**src/rtl/midi_voice_alloc_if.sv**
```systemverilog
// midi_voice_alloc_if: MIDI byte input and per-voice note/velocity/gate outputs
// of the stepper voice allocator.
interface midi_voice_alloc_if #(parameter int NUM_VOICES = 8);
   logic                    ByteValid;
   logic [7:0]              ByteIn;
   logic [3:0]              ChanSel;
   logic                    OmniEn;
   logic [7*NUM_VOICES-1:0] VoiceNote;
   logic [7*NUM_VOICES-1:0] VoiceVel;
   logic [NUM_VOICES-1:0]   VoiceGate;
   logic                    StealPulse;
   modport master (output ByteValid, ByteIn, ChanSel, OmniEn,
                   input VoiceNote, VoiceVel, VoiceGate, StealPulse);
   modport slave (input ByteValid, ByteIn, ChanSel, OmniEn,
                  output VoiceNote, VoiceVel, VoiceGate, StealPulse);
endinterface

```
**src/rtl/midi_voice_alloc.sv**
```systemverilog
// midi_voice_alloc: running-status MIDI parser feeding an LRU stepper voice allocator.
// A completed message passes two register stages before the voice pool updates.
module midi_voice_alloc #(
   parameter int NUM_VOICES = 8,
   parameter int AGE_W = 4
) (
   input logic Clk,
   input logic Rst_n,
   midi_voice_alloc_if.slave bus
);
   localparam int IDX_W = $clog2(NUM_VOICES);
   localparam logic [AGE_W-1:0] AGE_MAX = '1;
   typedef enum logic [2:0] {S_STATUS, S_D1, S_D2, S_SKIP1, S_SKIP2} state_t;
   typedef enum logic [1:0] {K_NONE, K_ON, K_OFF, K_ALL_OFF} kind_t;
   state_t state, state_nxt;
   kind_t kind, p1_kind, p2_kind;
   logic [7:0] run_stat;
   logic [3:0] hi;
   logic run_valid, is_sys, is_stat, is_data, stat_one, run_one, chan_ok, d1_we, done;
   logic [6:0] d1, p1_note, p1_vel, p2_note, p2_vel;
   logic [6:0] note [NUM_VOICES];
   logic [6:0] vel [NUM_VOICES];
   logic [AGE_W-1:0] age [NUM_VOICES];
   logic [NUM_VOICES-1:0] gate;
   logic steal, hit, free, bump_all;
   logic [IDX_W-1:0] hit_idx, free_idx, old_idx, tgt;

   // Realtime bytes (F8-FF) match none of these and so leave the parser untouched.
   assign is_sys = bus.ByteValid && bus.ByteIn[7:3] == 5'b11110;
   assign is_stat = bus.ByteValid && bus.ByteIn[7] && bus.ByteIn[7:4] != 4'hF;
   assign is_data = bus.ByteValid && !bus.ByteIn[7];
   assign stat_one = bus.ByteIn[7:5] == 3'b110;
   assign run_one = run_stat[7:5] == 3'b110;
   assign hi = run_stat[7:4];
   assign chan_ok = bus.OmniEn || run_stat[3:0] == bus.ChanSel;

   always_ff @(posedge Clk or negedge Rst_n)
      if (!Rst_n) state <= S_STATUS;
      else state <= state_nxt;

   always_comb begin
      state_nxt = state;
      if (is_sys) state_nxt = S_STATUS;
      else if (is_stat) state_nxt = stat_one ? S_SKIP1 : S_D1;
      else if (is_data)
         case (state)
            S_STATUS: state_nxt = !run_valid ? S_STATUS : run_one ? S_SKIP1 : S_D2;
            S_D1: state_nxt = S_D2;
            S_D2: state_nxt = S_D1;
            default: state_nxt = S_SKIP1;
         endcase
   end

   always_comb begin
      d1_we = is_data && (state == S_D1 || (state == S_STATUS && run_valid && !run_one));
      done = is_data && state == S_D2;
   end

   always_comb
      kind = !(done && chan_ok) ? K_NONE :
             hi == 4'h9 && bus.ByteIn[6:0] != 7'd0 ? K_ON :
             hi == 4'h8 || hi == 4'h9 ? K_OFF :
             hi == 4'hB && (d1 == 7'h7B || d1 == 7'h78) ? K_ALL_OFF : K_NONE;

   always_ff @(posedge Clk or negedge Rst_n)
      if (!Rst_n) begin
         run_stat <= '0;
         run_valid <= 1'b0;
         d1 <= '0;
         p1_kind <= K_NONE;
         p1_note <= '0;
         p1_vel <= '0;
         p2_kind <= K_NONE;
         p2_note <= '0;
         p2_vel <= '0;
      end else begin
         if (is_sys) run_valid <= 1'b0;
         if (is_stat) begin
            run_stat <= bus.ByteIn;
            run_valid <= 1'b1;
         end
         if (d1_we) d1 <= bus.ByteIn[6:0];
         p1_kind <= kind;
         p1_note <= d1;
         p1_vel <= bus.ByteIn[6:0];
         p2_kind <= p1_kind;
         p2_note <= p1_note;
         p2_vel <= p1_vel;
      end

   always_comb begin
      hit = 1'b0;
      hit_idx = '0;
      free = 1'b0;
      free_idx = '0;
      old_idx = '0;
      for (int i = NUM_VOICES - 1; i >= 0; i--) begin
         if (gate[i] && note[i] == p2_note) begin
            hit = 1'b1;
            hit_idx = IDX_W'(i);
         end
         if (!gate[i]) begin
            free = 1'b1;
            free_idx = IDX_W'(i);
         end
      end
      for (int i = 1; i < NUM_VOICES; i++)
         if (age[i] > age[old_idx]) old_idx = IDX_W'(i);
      tgt = hit ? hit_idx : free ? free_idx : old_idx;
      bump_all = !gate[tgt];
   end

   // A silent voice counts as older than every other, so allocating it ages the whole pool.
   always_ff @(posedge Clk or negedge Rst_n)
      if (!Rst_n) begin
         gate <= '0;
         steal <= 1'b0;
         for (int i = 0; i < NUM_VOICES; i++) begin
            note[i] <= '0;
            vel[i] <= '0;
            age[i] <= '0;
         end
      end else begin
         steal <= p2_kind == K_ON && !hit && !free;
         if (p2_kind == K_ON) begin
            for (int i = 0; i < NUM_VOICES; i++)
               if (IDX_W'(i) == tgt) begin
                  note[i] <= p2_note;
                  vel[i] <= p2_vel;
                  gate[i] <= 1'b1;
                  age[i] <= '0;
               end else if ((bump_all || age[i] < age[tgt]) && age[i] != AGE_MAX)
                  age[i] <= age[i] + 1'b1;
         end else if (p2_kind == K_OFF) begin
            for (int i = 0; i < NUM_VOICES; i++)
               if (gate[i] && note[i] == p2_note) gate[i] <= 1'b0;
         end else if (p2_kind == K_ALL_OFF)
            gate <= '0;
      end

   for (genvar v = 0; v < NUM_VOICES; v++) begin : g_out
      assign bus.VoiceNote[7*v +: 7] = note[v];
      assign bus.VoiceVel[7*v +: 7] = vel[v];
   end
   assign bus.VoiceGate = gate;
   assign bus.StealPulse = steal;
endmodule

```
**src/flat_wrapper.sv**
```systemverilog
// flat-port wrapper written by rule: the top's interface ports become plain ports
module midi_voice_alloc_flat 
#(
   parameter int NUM_VOICES = 8,
   parameter int AGE_W = 4
)
  (Clk, Rst_n, bus_ByteValid, bus_ByteIn, bus_ChanSel, bus_OmniEn, bus_VoiceNote, bus_VoiceVel, bus_VoiceGate, bus_StealPulse);
  midi_voice_alloc_if #(.NUM_VOICES(NUM_VOICES)) bus_i ();
  input logic Clk;
  input logic Rst_n;
  input wire logic [$bits(bus_i.ByteValid)-1:0] bus_ByteValid;
  input wire logic [$bits(bus_i.ByteIn)-1:0] bus_ByteIn;
  input wire logic [$bits(bus_i.ChanSel)-1:0] bus_ChanSel;
  input wire logic [$bits(bus_i.OmniEn)-1:0] bus_OmniEn;
  output wire logic [$bits(bus_i.VoiceNote)-1:0] bus_VoiceNote;
  output wire logic [$bits(bus_i.VoiceVel)-1:0] bus_VoiceVel;
  output wire logic [$bits(bus_i.VoiceGate)-1:0] bus_VoiceGate;
  output wire logic [$bits(bus_i.StealPulse)-1:0] bus_StealPulse;
  assign bus_i.ByteValid = bus_ByteValid;
  assign bus_i.ByteIn = bus_ByteIn;
  assign bus_i.ChanSel = bus_ChanSel;
  assign bus_i.OmniEn = bus_OmniEn;
  assign bus_VoiceNote = bus_i.VoiceNote;
  assign bus_VoiceVel = bus_i.VoiceVel;
  assign bus_VoiceGate = bus_i.VoiceGate;
  assign bus_StealPulse = bus_i.StealPulse;
  midi_voice_alloc #(.NUM_VOICES(NUM_VOICES), .AGE_W(AGE_W)) u_core (.Clk(Clk), .Rst_n(Rst_n), .bus(bus_i));
endmodule
```
**config.mk**
```make
export PLATFORM = sky130hd
export DESIGN_NAME = midi_voice_alloc_flat
export DESIGN_NICKNAME = d
export VERILOG_FILES = /design/src/rtl/midi_voice_alloc_if.sv /design/src/rtl/midi_voice_alloc.sv /design/src/flat_wrapper.sv
export SDC_FILE = /design/constraint.sdc
export NUM_CORES = 1
export LEC_CHECK = 0
export ABC_CLOCK_PERIOD_IN_PS = 22100
export CORE_ASPECT_RATIO = 1.75
export CORE_MARGIN = 2
export CORE_UTILIZATION = 45
export CTS_BUF_LIST = sky130_fd_sc_hd__clkbuf_2
export CTS_CLUSTER_DIAMETER = 200
export CTS_CLUSTER_SIZE = 16
export DETAILED_ROUTE_END_ITERATION = 16
export DONT_BUFFER_PORTS = 1
export GPL_TIMING_DRIVEN = 0
export PLACE_DENSITY = 0.72
export SLEW_MARGIN = 20
export SYNTH_ARGS = -nofsm -noshare
export SYNTH_HDL_FRONTEND = slang
export SYNTH_SLANG_ARGS = --single-unit
```
**constraint.sdc**
```tcl
create_clock -name Clk -period 22.1 [get_ports Clk]
set_input_delay 5.525 -clock Clk [delete_from_list [all_inputs] [get_ports Clk]]
set_output_delay 5.525 -clock Clk [all_outputs]
set_load 0.01 [all_outputs]
```
==> results by group <==
Outcome
  – Status: finished clean

Synthesis
  – Post-Synthesis Cells: 1,082
  – Post-synth EDFFs: 0
  – Synth Warn #: 0
  – Async set-reset flop share out of synthesis: 100.0%
  – Avg Inst Size Synth: 10.44 µm²
  – Synth Cell Area: 0.01130 mm²
  – Flops & latches, synth: 203
  – Main synth FF type: dfrtp_1
  – Distinct cells, synth: 80
  – Cell taking the most area after synthesis: dfrtp_1
  – Top post-synthesis cells by area: dfrtp_1 45%, mux2_2 9.5%, ha_1 6.6%, nand2_1 6.1%, xnor2_1 4.2%
  – Yosys top cell area share: 44.95%
  – Sequential share of the synthesized area: 44.95%
  – Most frequent cell after synthesis: dfrtp_1
  – Synth Net Count: 1,158
  – Synth top cells by count: 203 x dfrtp_1, 184 x nand2_1, 95 x mux2_2, 60 x ha_1

Die
  – Die width: 123.8 µm
  – Placement Rows: 76
  – # IOs: 137
  – Die Ht: 213.6 µm
  – Full die area: 0.02645 mm²
  – Core footprint: 0.02463 mm²
  – Initial Utilization: 45.88%

Worst setup path
  – Slowest stage delay, CP: 0.78 ns
  – CP arrival: 18.15 ns
  – CP Capture Type: flip-flop
  – Slowest-stage cell, CP: a21oi_1
  – Critical Path Source: u_core.age[31]
  – CP required: 22.88 ns
  – Worst reg2reg path depth: 65
  – CP max FO: 10
  – Worst r2r dst: u_core.age[13]
  – Flop2flop setup slack: 4.73 ns
  – Crit Path Class: reg -> reg
  – R2R Path Start: u_core.age[31]
  – Cell mode on critical path: ha_1
  – CP Launch Type: flip-flop

Timing
  – Final worst path period share: 78.60%
  – Worst-Margin Slew: 1.039 ns
  – Slew Viols, Final: 0
  – Setup violators final: 0
  – Worst clock skew: 0.04685 ns
  – Final Hold Viols: 0
  – Final setup margin: 4.729 ns
  – Max Fclk: 0.05757 GHz
  – Unrepaired setup endpoints after global routing: no
  – TNS Setup: 0 ns
  – Slew headroom: 30.20%
  – Fin crit period: 17.37 ns

Clock network
  – Skew-Pair Late Insertion Delay: 0.82 ns
  – CTS max path bufs: 3
  – CTS Hold Bufs: 0
  – CTS HTree Levels: 1
  – CTS Sinks: 203
  – Clock-pin slew on the worst setup and hold paths: 0.32 ns
  – Post-CTS Setup Repair Bufs: 0
  – Inserted Clock Buffers: 16
  – Post-CTS Resized: 0
  – Root Driver: clkbuf_2
  – CTS tree: yes

Drt
  – Avg WL per Cell: 22.22 µm
  – Total wire length: 31,400 µm
  – Via/cell ratio: 6.003
  – Drt drc: 0
  – Post-route ant nets: 0
  – Routed via count: 8,482
  – Initial DRC Count: 410
  – DRT Pass-1 Iters: 5

Power and ir drop
  – Internal: 801.3 µW
  – Reg power frac: 28.7%
  – Combinational share of power: 61.6%
  – P_sw: 690.0 µW
  – Switching portion of total power: 46.27%
  – Maximum vdd drop: 0.0001086 V
  – Clock power share: 9.7%
  – Leak pwr: 5.513 nW
  – Power Density: 126.3 mW/mm²

Min path
  – Hold path cells: 0
  – Hold Path Sink: u_core.p2_note[4]
  – HP Class: reg -> reg
  – Hold Startpoint: u_core.p1_note[4]

Global routing
  – Vias in the first global route: 8,633
  – Initial antenna violation count: 1
  – GRT overflow: 0
  – First-pass GRT wire length: 48,650 µm
  – Largest net degree at the start of global routing: 204
  – GRT Overall Usage: 24.22%

Job
  – Max-cap violations: 0

Cells and area
  – Area grow syn2layout: 4.517%
  – Layout cells sized above 1: 15.45%
  – Nets: 1,176

Placement
  – Hpwl dp: 23,860 µm
  – Port Buf Inserts: 0
  – DP Worst Slack: 5.050 ns
  – GPL Wtd Cong: 0.9475
area by class of cell:
class,instances,area [µm²]
inverters,28,105.1
clock inverters,2,37.54
flip-flops and latches,203,5080
plain buffers,49,311.5
well taps,312,390.4
clock buffers,16,80.08
diodes,1,2.502
fillers,2251,12820
multi-input cells,802,5804
registers in the layout (all words and copies together) (netlist names), 7 cells and up:
name and cells:
u_core.bus.VoiceNote 56, u_core.bus.VoiceGate 8, u_core.p2_vel 7, u_core.p1_note 7
u_core.p2_note 7, u_core.d1 7, u_core.age 32, u_core.run_stat 8
u_core.p1_vel 7, u_core.bus.VoiceVel 56
worst max-delay path: cells and delay by family (launching register included):
| family | cells | cell delay (ns) |
|---|---|---|
| multiplexers | 7 | 1.72 |
| AND/OR/NAND/NOR | 12 | 1.92 |
| flip-flops | 1 | 0.46 |
| buffers and inverters | 10 | 3.46 |
| adder cells (fa/ha/maj) | 8 | 2.54 |
| AO/OA/AOI/OAI | 28 | 7.20 |
power by group through the flow:
| stage | sequential (mW) | combinational [mW] | clock [mW] |
|---|---|---|---|
| 3_3_place_gp | 0.432 | 0.884 | 0 |
| 4_1_cts | 0.427 | 0.905 | 0.147 |
| 5_1_grt | 0.431 | 1.03 | 0.157 |
| 2_1_floorplan | 0.423 | 0.702 | 0 |
| 3_5_place_dp | 0.434 | 0.902 | 0 |
| 6_report | 0.427 | 0.919 | 0.145 |
cells in the final DEF (no fill, tap or decap), types with 5 or more instances in the layout:
cell      count
a211oi_1     13
and2_1        6
inv_1        27
o21ai_1       6
o211ai_1      7
a21oi_1      49
xor2_1        7
nand2b_1      6
nor2_1       54
o21ai_0      34
ha_1         60
nand2_1     184
nor2b_1      10
buf_2         9
nand3_1      15
nand4_1      21
nor4_1        5
xnor2_1      54
buf_6        12
a31oi_1      12
nand3b_1      5
mux2_1        5
clkbuf_1     22
or2_2         5
dfrtp_1     203
a21o_1       12
mux2i_1      39
nor3_1        7
mux2_2       95
clkbuf_2     16
worst max-delay path by stage:
stage / depth (start not counted) / slack [ns] / end
floorplan: 67 / 8.20 / u_core.age[5]
global placement: 68 / 5.29 / u_core.age[13]
detailed placement: 65 / 5.05 / u_core.age[12]
CTS: 67 / 5.01 / u_core.age[13]
global route: 66 / 3.45 / u_core.age[13]
finish: 65 / 4.73 / u_core.age[13]
routing by layer:
metal / vias to the layer above / GRT usage (%) / part of all wire (%)
met3: 96 / 3.856 / 5.1
met5: - / 0 / 0
li1: 3891 / - / -
met4: 0 / 13.87 / 5.9
met1: 4218 / 25.43 / 35
met2: 277 / 44.77 / 54
through the flow:
stage          hold slack [ns]  instances  area, µm²  utilization (%)  total power, mW
3_5_place_dp            0.3347       1394      11690            47.47            1.335
4_1_cts                 0.3691       1412      11810            47.95            1.480
3_3_place_gp            0.3314       1394      11690            47.47            1.316
6_report                0.3414       1413      11810            47.96            1.491
5_1_grt                 0.3595       1413      11810            47.96            1.617
2_1_floorplan           0.3312       1082      11300                -            1.125
cells by family (layout without fill, tap and decap cells):
logic type | after synthesis | in the layout | share of synthesized area, %
xor gates and xnor gates | 61 | 61 | 4.728
muxes | 140 | 140 | 13.62
AOI/OAI and AO/OA | 200 | 200 | 12.38
DFF | 203 | 203 | 44.95
adders and majority gates | 60 | 60 | 6.643
other | 0 | 1 | 0
buffers and inverters | 77 | 95 | 3.687
and+or+nand+nor | 341 | 341 | 13.99
Note: power is estimated with default switching activity, not from simulation.
